File: src/rtl/sqrt_seq_ctrl.sv
// Sequential controller for the iterative (Heron) square-root datapath.
// Optional feature: define SQRT_ZERO_BYPASS_EN to short-circuit n == 0 from INIT straight to OUT.
module sqrt_seq_ctrl #(
    parameter int unsigned ADDR_W   = 3,
    parameter int unsigned R_N      = 1,
    parameter int unsigned R_X      = 2,
    parameter int unsigned R_ROOT   = 3,
    parameter int unsigned R_TEMP   = 4,
    parameter int unsigned R_TWO    = 5,
    parameter int unsigned R_EPS    = 6,
    parameter int unsigned R_OUT    = 7,
    parameter int unsigned MAX_ITER = 8
) (
    input  logic              clk,
    input  logic              rst,
    input  logic              start,
    input  logic              neg_flag,
    input  logic              zero_flag,
    output logic              IE,
    output logic              WE,
    output logic              OE,
    output logic [ADDR_W-1:0] ADDR_WR,
    output logic [ADDR_W-1:0] ADDR_RDA,
    output logic [ADDR_W-1:0] ADDR_RDB,
    output logic [1:0]        ALU_Op,
    output logic              busy,
    output logic              done,
    output logic              timeout,
    output logic [3:0]        state_o
);

    localparam int unsigned ITER_W = $clog2(MAX_ITER + 1);
    localparam logic [ITER_W-1:0] ITER_LAST = ITER_W'(MAX_ITER - 1);

    localparam logic [ADDR_W-1:0] A_N    = ADDR_W'(R_N);
    localparam logic [ADDR_W-1:0] A_X    = ADDR_W'(R_X);
    localparam logic [ADDR_W-1:0] A_ROOT = ADDR_W'(R_ROOT);
    localparam logic [ADDR_W-1:0] A_TEMP = ADDR_W'(R_TEMP);
    localparam logic [ADDR_W-1:0] A_TWO  = ADDR_W'(R_TWO);
    localparam logic [ADDR_W-1:0] A_EPS  = ADDR_W'(R_EPS);
    localparam logic [ADDR_W-1:0] A_OUT  = ADDR_W'(R_OUT);

    localparam logic [1:0] OP_ADD = 2'b00;
    localparam logic [1:0] OP_SUB = 2'b01;
    localparam logic [1:0] OP_DIV = 2'b10;
    localparam logic [1:0] OP_ABS = 2'b11;

    typedef enum logic [3:0] {
        S_IDLE = 4'd0,
        S_LOAD = 4'd1,
        S_INIT = 4'd2,
        S_DIV  = 4'd3,
        S_ADD  = 4'd4,
        S_HALF = 4'd5,
        S_DIFF = 4'd6,
        S_ABS  = 4'd7,
        S_CMP  = 4'd8,
        S_UPD  = 4'd9,
        S_OUT  = 4'd10
    } state_e;

    state_e              state_q, state_d;
    logic [ITER_W-1:0]   iter_q, iter_d;
    logic                timeout_q, timeout_d;
    logic                bypass_q, bypass_d;

`ifndef SQRT_ZERO_BYPASS_EN
    logic unused_zero_flag;
    assign unused_zero_flag = zero_flag;
`endif

    always_ff @(posedge clk) begin
        if (rst) begin
            state_q   <= S_IDLE;
            iter_q    <= '0;
            timeout_q <= 1'b0;
            bypass_q  <= 1'b0;
        end else begin
            state_q   <= state_d;
            iter_q    <= iter_d;
            timeout_q <= timeout_d;
            bypass_q  <= bypass_d;
        end
    end

    always_comb begin
        state_d   = state_q;
        iter_d    = iter_q;
        timeout_d = timeout_q;
        bypass_d  = bypass_q;
        case (state_q)
            S_IDLE: begin
                if (start) begin
                    state_d   = S_LOAD;
                    iter_d    = '0;
                    timeout_d = 1'b0;
                    bypass_d  = 1'b0;
                end
            end
            S_LOAD: state_d = S_INIT;
            S_INIT: begin
`ifdef SQRT_ZERO_BYPASS_EN
                if (zero_flag) begin
                    state_d  = S_OUT;
                    bypass_d = 1'b1;
                end else begin
                    state_d = S_DIV;
                end
`else
                state_d = S_DIV;
`endif
            end
            S_DIV:  state_d = S_ADD;
            S_ADD:  state_d = S_HALF;
            S_HALF: state_d = S_DIFF;
            S_DIFF: state_d = S_ABS;
            S_ABS:  state_d = S_CMP;
            S_CMP: begin
                // iter_q counts iterations finished before this compare
                if (neg_flag) begin
                    state_d = S_OUT;
                end else if (iter_q == ITER_LAST) begin
                    state_d   = S_OUT;
                    timeout_d = 1'b1;
                end else begin
                    state_d = S_UPD;
                    iter_d  = iter_q + ITER_W'(1);
                end
            end
            S_UPD:  state_d = S_DIV;
            S_OUT:  state_d = S_IDLE;
            default: state_d = S_IDLE;
        endcase
    end

    always_comb begin
        IE       = 1'b0;
        WE       = 1'b0;
        OE       = 1'b0;
        ADDR_WR  = '0;
        ADDR_RDA = '0;
        ADDR_RDB = '0;
        ALU_Op   = OP_ADD;
        done     = 1'b0;
        case (state_q)
            S_LOAD: begin IE = 1'b1; WE = 1'b1; ADDR_WR = A_N; end
            S_INIT: begin WE = 1'b1; ADDR_WR = A_X; ADDR_RDA = A_N; end
            S_DIV: begin
                WE = 1'b1; ADDR_WR = A_ROOT; ADDR_RDA = A_N; ADDR_RDB = A_X; ALU_Op = OP_DIV;
            end
            S_ADD: begin
                WE = 1'b1; ADDR_WR = A_ROOT; ADDR_RDA = A_ROOT; ADDR_RDB = A_X;
            end
            S_HALF: begin
                WE = 1'b1; ADDR_WR = A_ROOT; ADDR_RDA = A_ROOT; ADDR_RDB = A_TWO; ALU_Op = OP_DIV;
            end
            S_DIFF: begin
                WE = 1'b1; ADDR_WR = A_TEMP; ADDR_RDA = A_ROOT; ADDR_RDB = A_X; ALU_Op = OP_SUB;
            end
            S_ABS: begin
                WE = 1'b1; ADDR_WR = A_TEMP; ADDR_RDA = A_TEMP; ALU_Op = OP_ABS;
            end
            S_CMP: begin
                WE = 1'b1; ADDR_WR = A_TEMP; ADDR_RDA = A_TEMP; ADDR_RDB = A_EPS; ALU_Op = OP_SUB;
            end
            S_UPD:  begin WE = 1'b1; ADDR_WR = A_X; ADDR_RDA = A_ROOT; end
            S_OUT: begin
                OE       = 1'b1;
                ADDR_WR  = A_OUT;
                ADDR_RDA = bypass_q ? A_N : A_ROOT;
                done     = 1'b1;
            end
            default: ;
        endcase
    end

    assign busy    = (state_q != S_IDLE);
    assign timeout = timeout_q;
    assign state_o = state_q;

endmodule

File: config.mk
export PLATFORM = sky130hd
export DESIGN_NAME = sqrt_seq_ctrl
export DESIGN_NICKNAME = d
export VERILOG_FILES = /design/src/rtl/sqrt_seq_ctrl.sv
export SDC_FILE = /design/constraint.sdc
export NUM_CORES = 1
export LEC_CHECK = 0
export CAP_MARGIN = 20
export CELL_PAD_IN_SITES_DETAIL_PLACEMENT = 1
export CELL_PAD_IN_SITES_GLOBAL_PLACEMENT = 2
export CORE_MARGIN = 2
export CORE_UTILIZATION = 23
export DETAILED_ROUTE_END_ITERATION = 6
export PLACE_DENSITY = 0.87
export SLEW_MARGIN = 30
export SYNTH_ARGS = -nofsm -noshare
export SYNTH_HDL_FRONTEND = slang
export SYNTH_SLANG_ARGS = --single-unit
File: constraint.sdc
create_clock -name clk -period 4.5 [get_ports clk]
set_input_delay 0.45 -clock clk [delete_from_list [all_inputs] [get_ports clk]]
set_output_delay 0.45 -clock clk [all_outputs]
set_load 0.02 [all_outputs]
# Word level (Yosys, flattened, before mapping)
# Index checks and enable logic that the tools add are counted.
# totals
inputBits,5
regBits,9
output_inout_bits,21
# op_classes
muxes,19
n_addsub,1
reduce_logical,15
eq_ne,15
# op_table
op,n
$pmux 4 s9,1
$eq 4x3->1 const B,5
$pmux 3 s3,2
$mux 4,4
$pmux 3 s5,1
$eq 4x4->1 const B,3
$reduce_or 2->1,5
$reduce_or 3->1,3
$reduce_or 9->1,1
$eq 4x2->1 const B,2
$ne 2x2->1 const B,4
$pmux 4 s2,1
$reduce_and 4->1,2
$mux 1,6
$pmux 2 s3,1
$reduce_or 5->1,1
$add 4x1->4 const B,1
$eq 4x1->1 const B,1
$logic_not 4->1,1
$mux 2,2
$reduce_bool 4->1,1
$pmux 1 s2,1
$reduce_bool 2->1,1

# Longest topological paths before layout
# logic_depth
word_depth,4
depth_mapped,6
ltp_nobuf,5

# Worst setup path after synthesis
# OpenSTA, ideal clock, no wires.
# synth_path
path_kind,flip-flop to output port
from,reg state_q[3] (netlist: state_o[3])
to,out ADDR_RDA[0]
setup_slack_ns,2.328
t_required_ns,4.050
path_stages_with_launch,5
arrival_time_ns,1.722
path_buffers,2
path_cell_list,dfxtp_1 clkbuf_1 buf_1 nand2_1 a221oi_1
# synth_via
elab_chain_len,3
# synth_rtl
element,line_no,source
from (decl),62,"state_e state_q, state_d;"
from (signal assigned),79,state_q <= state_d;
$eq 4x4->1 (tied with other cells),145,case (state_q)
$reduce_or 5->1 (no line) or $reduce_or 2->1 (tied branches),n/a,
$pmux 3 s3 *,145,
to (decl),23,"output logic [ADDR_W-1:0] ADDR_RDA,"
# Every way passes the cells marked *; elsewhere a longest branch is shown, timed or not.

# Worst setup path after layout
# layout_path
from,reg state_q[3] (netlist: state_o[3])
to,out ADDR_WR[2]
# layout_via
elab_chain_len,3
# layout_rtl
element,line_no,source
$eq 4x4->1 (tied with other cells),145,
$reduce_or 3->1 (no line) or $reduce_or 2->1 (tied branches),n/a,
$pmux 3 s5 *,145,
to (decl),22,"output logic [ADDR_W-1:0] ADDR_WR,"
# Marked as above.

==> run summary <==
First-pass GRT wire length = 3350 µm
Final setup fails = 0
Fmax = 0.356 GHz
Max clock buf depth = 2
Die Y = 57.6 µm
Initial antenna violation count = 0
Count leader, synth = a21oi_1
Clk Tree Root Cell = clkbuf_4
Clock transition at the registers of the reported paths = 0.06 ns
Post-synth EDFFs = 0
Crit end category = output pin
Final hold vios = 0
Routability cong. = 0.717
Kind of cell adding the most delay to the critical path = flip-flops
Vias per cell = 5.23
1st-iter DRT viols = 12
Setup TNS = 0 ns
Syn_nets = 100
Largest stage delay, worst path = 0.80 ns
Final core occ = 34.2%
Max Clock Skew = 0.00314 ns
Num rows = 19
Fin crit period = 2.81 ns
CTS Sinks = 9
Vias = 763
Xor and xnor area share after synthesis = 2.65%
I/O pin count = 26
Synth Area in Simple Gates = 32.6%
Top FF cell, synth = dfxtp_1
Setup Buffers After CTS = 0
Post-synthesis mux area share = 0%
Dpl hpwl = 1510 µm
Hold_buf cts = 0
Resized cells post-CTS = 0
Max-slew violation count = 0
FF+latch count, synth = 9
Mapped Cells = 94
RSZ-0062 raised after global routing = no
Number of buffers created by CTS = 3
Avg WL per Cell = 13.5 µm
Slew headroom = 50.8%
Synth unique cells = 34
Syn. warnings = 0
MaxCap Viol Count = 0
Worst Tran Pin Value = 0.737 ns
Maximum vdd drop = 0.132 mV
Routed WL = 1970 µm
Pleak = 0.000336 µW
Initial core utilization = 24.2%
HP Class = flop to flop
Crit-path slowest cell = dfxtp_1
Largest family of logic cells by synthesized area = simple AND/OR/NAND/NOR gates
CORE AREA = 2730 µm²
Area leader, netlist = dfxtp_1
Largest net degree at the start of global routing = 24
Synthesized-area fraction occupied by adder cells = 1.89%
Synth top area share = 27.3%
# DRC = 0
Arrival time at the worst endpoint = 2.36 ns
CTS tree = built
WHS = 0.510 ns
Number of antenna diodes = 0
Crit path kind = flop to output pin
Die extent in x = 57.6 µm
Worst-path cell chain = nor2b_1, nand2_1, o21ai_0, or2_2, clkdlybuf4s50_1
Skew-Pair Late Insertion Delay = 0.27 ns
Total global routing overflow = 0
Final period utilization = 62.3%
Asr flop ratio synth = 0%
Outcome = complete, no violations
Required time worst endpoint = 4.05 ns
Top post-synthesis cells by count = 12 x a21oi_1, 9 x dfxtp_1, 9 x nor2_1, 9 x o21ai_0, 7 x nand2_1
TritonRoute pass-1 iters = 4
Fraction of layout cells with a size suffix above 1 = 4.35%
Clock H-tree levels = 1
Final net count = 122
Synth Area per Inst = 7.03 µm²
Port bufs = 24
Compound-cell area share of the yosys netlist = 29.4%
Die area = 3320 µm²
Largest cells by area after synthesis = dfxtp_1 27%, a21oi_1 9.1%, o21ai_0 6.8%
Critical Path Fanout Max = 23
Layout fillers = 347
PD cells = 238 nW/µm²
Final ANT Viol Nets = 0
CP Buf/Inv Count = 1
Gr usage total = 12.9%
Startpoint Class = flop
Number of global-route vias before repair = 693
Post-Syn Area = 661 µm²
Sequential share of the synthesized area = 27.3%
Area grow syn2layout = 41.7%
worst paths after layout:
path / from / end / slack [ns] / depth (start not counted)
setup / recovery: state_o[3]$_SDFFE_PP0P_ / ADDR_WR[2] / 1.69 / 5
hold / removal: iter_q[3]$_SDFFE_PP0P_ / iter_q[3]$_SDFFE_PP0P_ / 0.51 / 2
setup reg to reg: state_o[3]$_SDFFE_PP0P_ / iter_q[3]$_SDFFE_PP0P_ / 2.45 / 4
hold reg to reg: iter_q[3]$_SDFFE_PP0P_ / iter_q[3]$_SDFFE_PP0P_ / 0.51 / 2
kinds of logic after synthesis:
group / Yosys count
AND/OR/NAND/NOR: 40
AO/OA/AOI/OAI: 32
buffers and inverters: 10
flip-flops: 9
XOR/XNOR: 2
adder cells (fa/ha/maj): 1
per-stage QoR:
step                      instances  total power (µW)  setup WS (ns)  cell area, µm²
final                           146               223           1.69             936
after global routing            146               240           1.48             936
after CTS                       146               229           1.69             936
after detailed placement        142               162           1.99             910
after global placement          142               161           2.04             910
after floorplan                  94               131           2.33             661
power breakdown:
part,internal (µW),switching [µW]
logic,32.1,36.2
registers,82.7,8.34
clock network,34.3,29.5
total,149,74.0
registers in the layout, summed over array words and instances, names as in the netlist:
signal   flops
timeout      1
state_o      4
iter_q       4
cell type report:
| class | count | area (µm²) | share of cell area, % |
|---|---|---|---|
| inverter | 3 | 11.3 | 1.20 |
| timing repair buffer | 24 | 240 | 25.7 |
| multi-input combinational | 75 | 439 | 46.9 |
| clock buffer | 4 | 26.3 | 2.81 |
| sequential | 9 | 180 | 19.3 |
| tap | 31 | 38.8 | 4.14 |
worst reg2reg max path: stages (launching register included):
cell and delay, ns:
dfxtp_1 0.80, nand2b_1 0.20, a211o_1 0.35, or4_1 0.48, a21oi_1 0.16
layer usage:
layer | vias to the layer above | part of all wire [%] | GRT usage [%]
met2 | 24 | 46 | 20.6
met5 | - | 0 | 0
met1 | 357 | 46 | 17.2
met4 | 0 | 2.1 | 5.98
met3 | 5 | 5.6 | 1.81
li1 | 377 | - | -
cell usage in the layout (no fill, tap or decap), types with 2 or more instances in the layout:
cell             synthesis  layout
a211oi_1                 2       2
dfxtp_1                  9       9
and2_1                   2       2
nand2b_1                 5       5
a21oi_1                 12      12
xnor2_1                  2       2
inv_1                    3       3
nand2_1                  7       7
nor3_1                   3       3
o21ai_0                  9       9
nor2b_1                  4       4
o21a_1                   2       2
nor2_1                   9       9
clkbuf_4                 0       3
clkdlybuf4s50_1          0      24
Power figures use the tool's default switching activity.
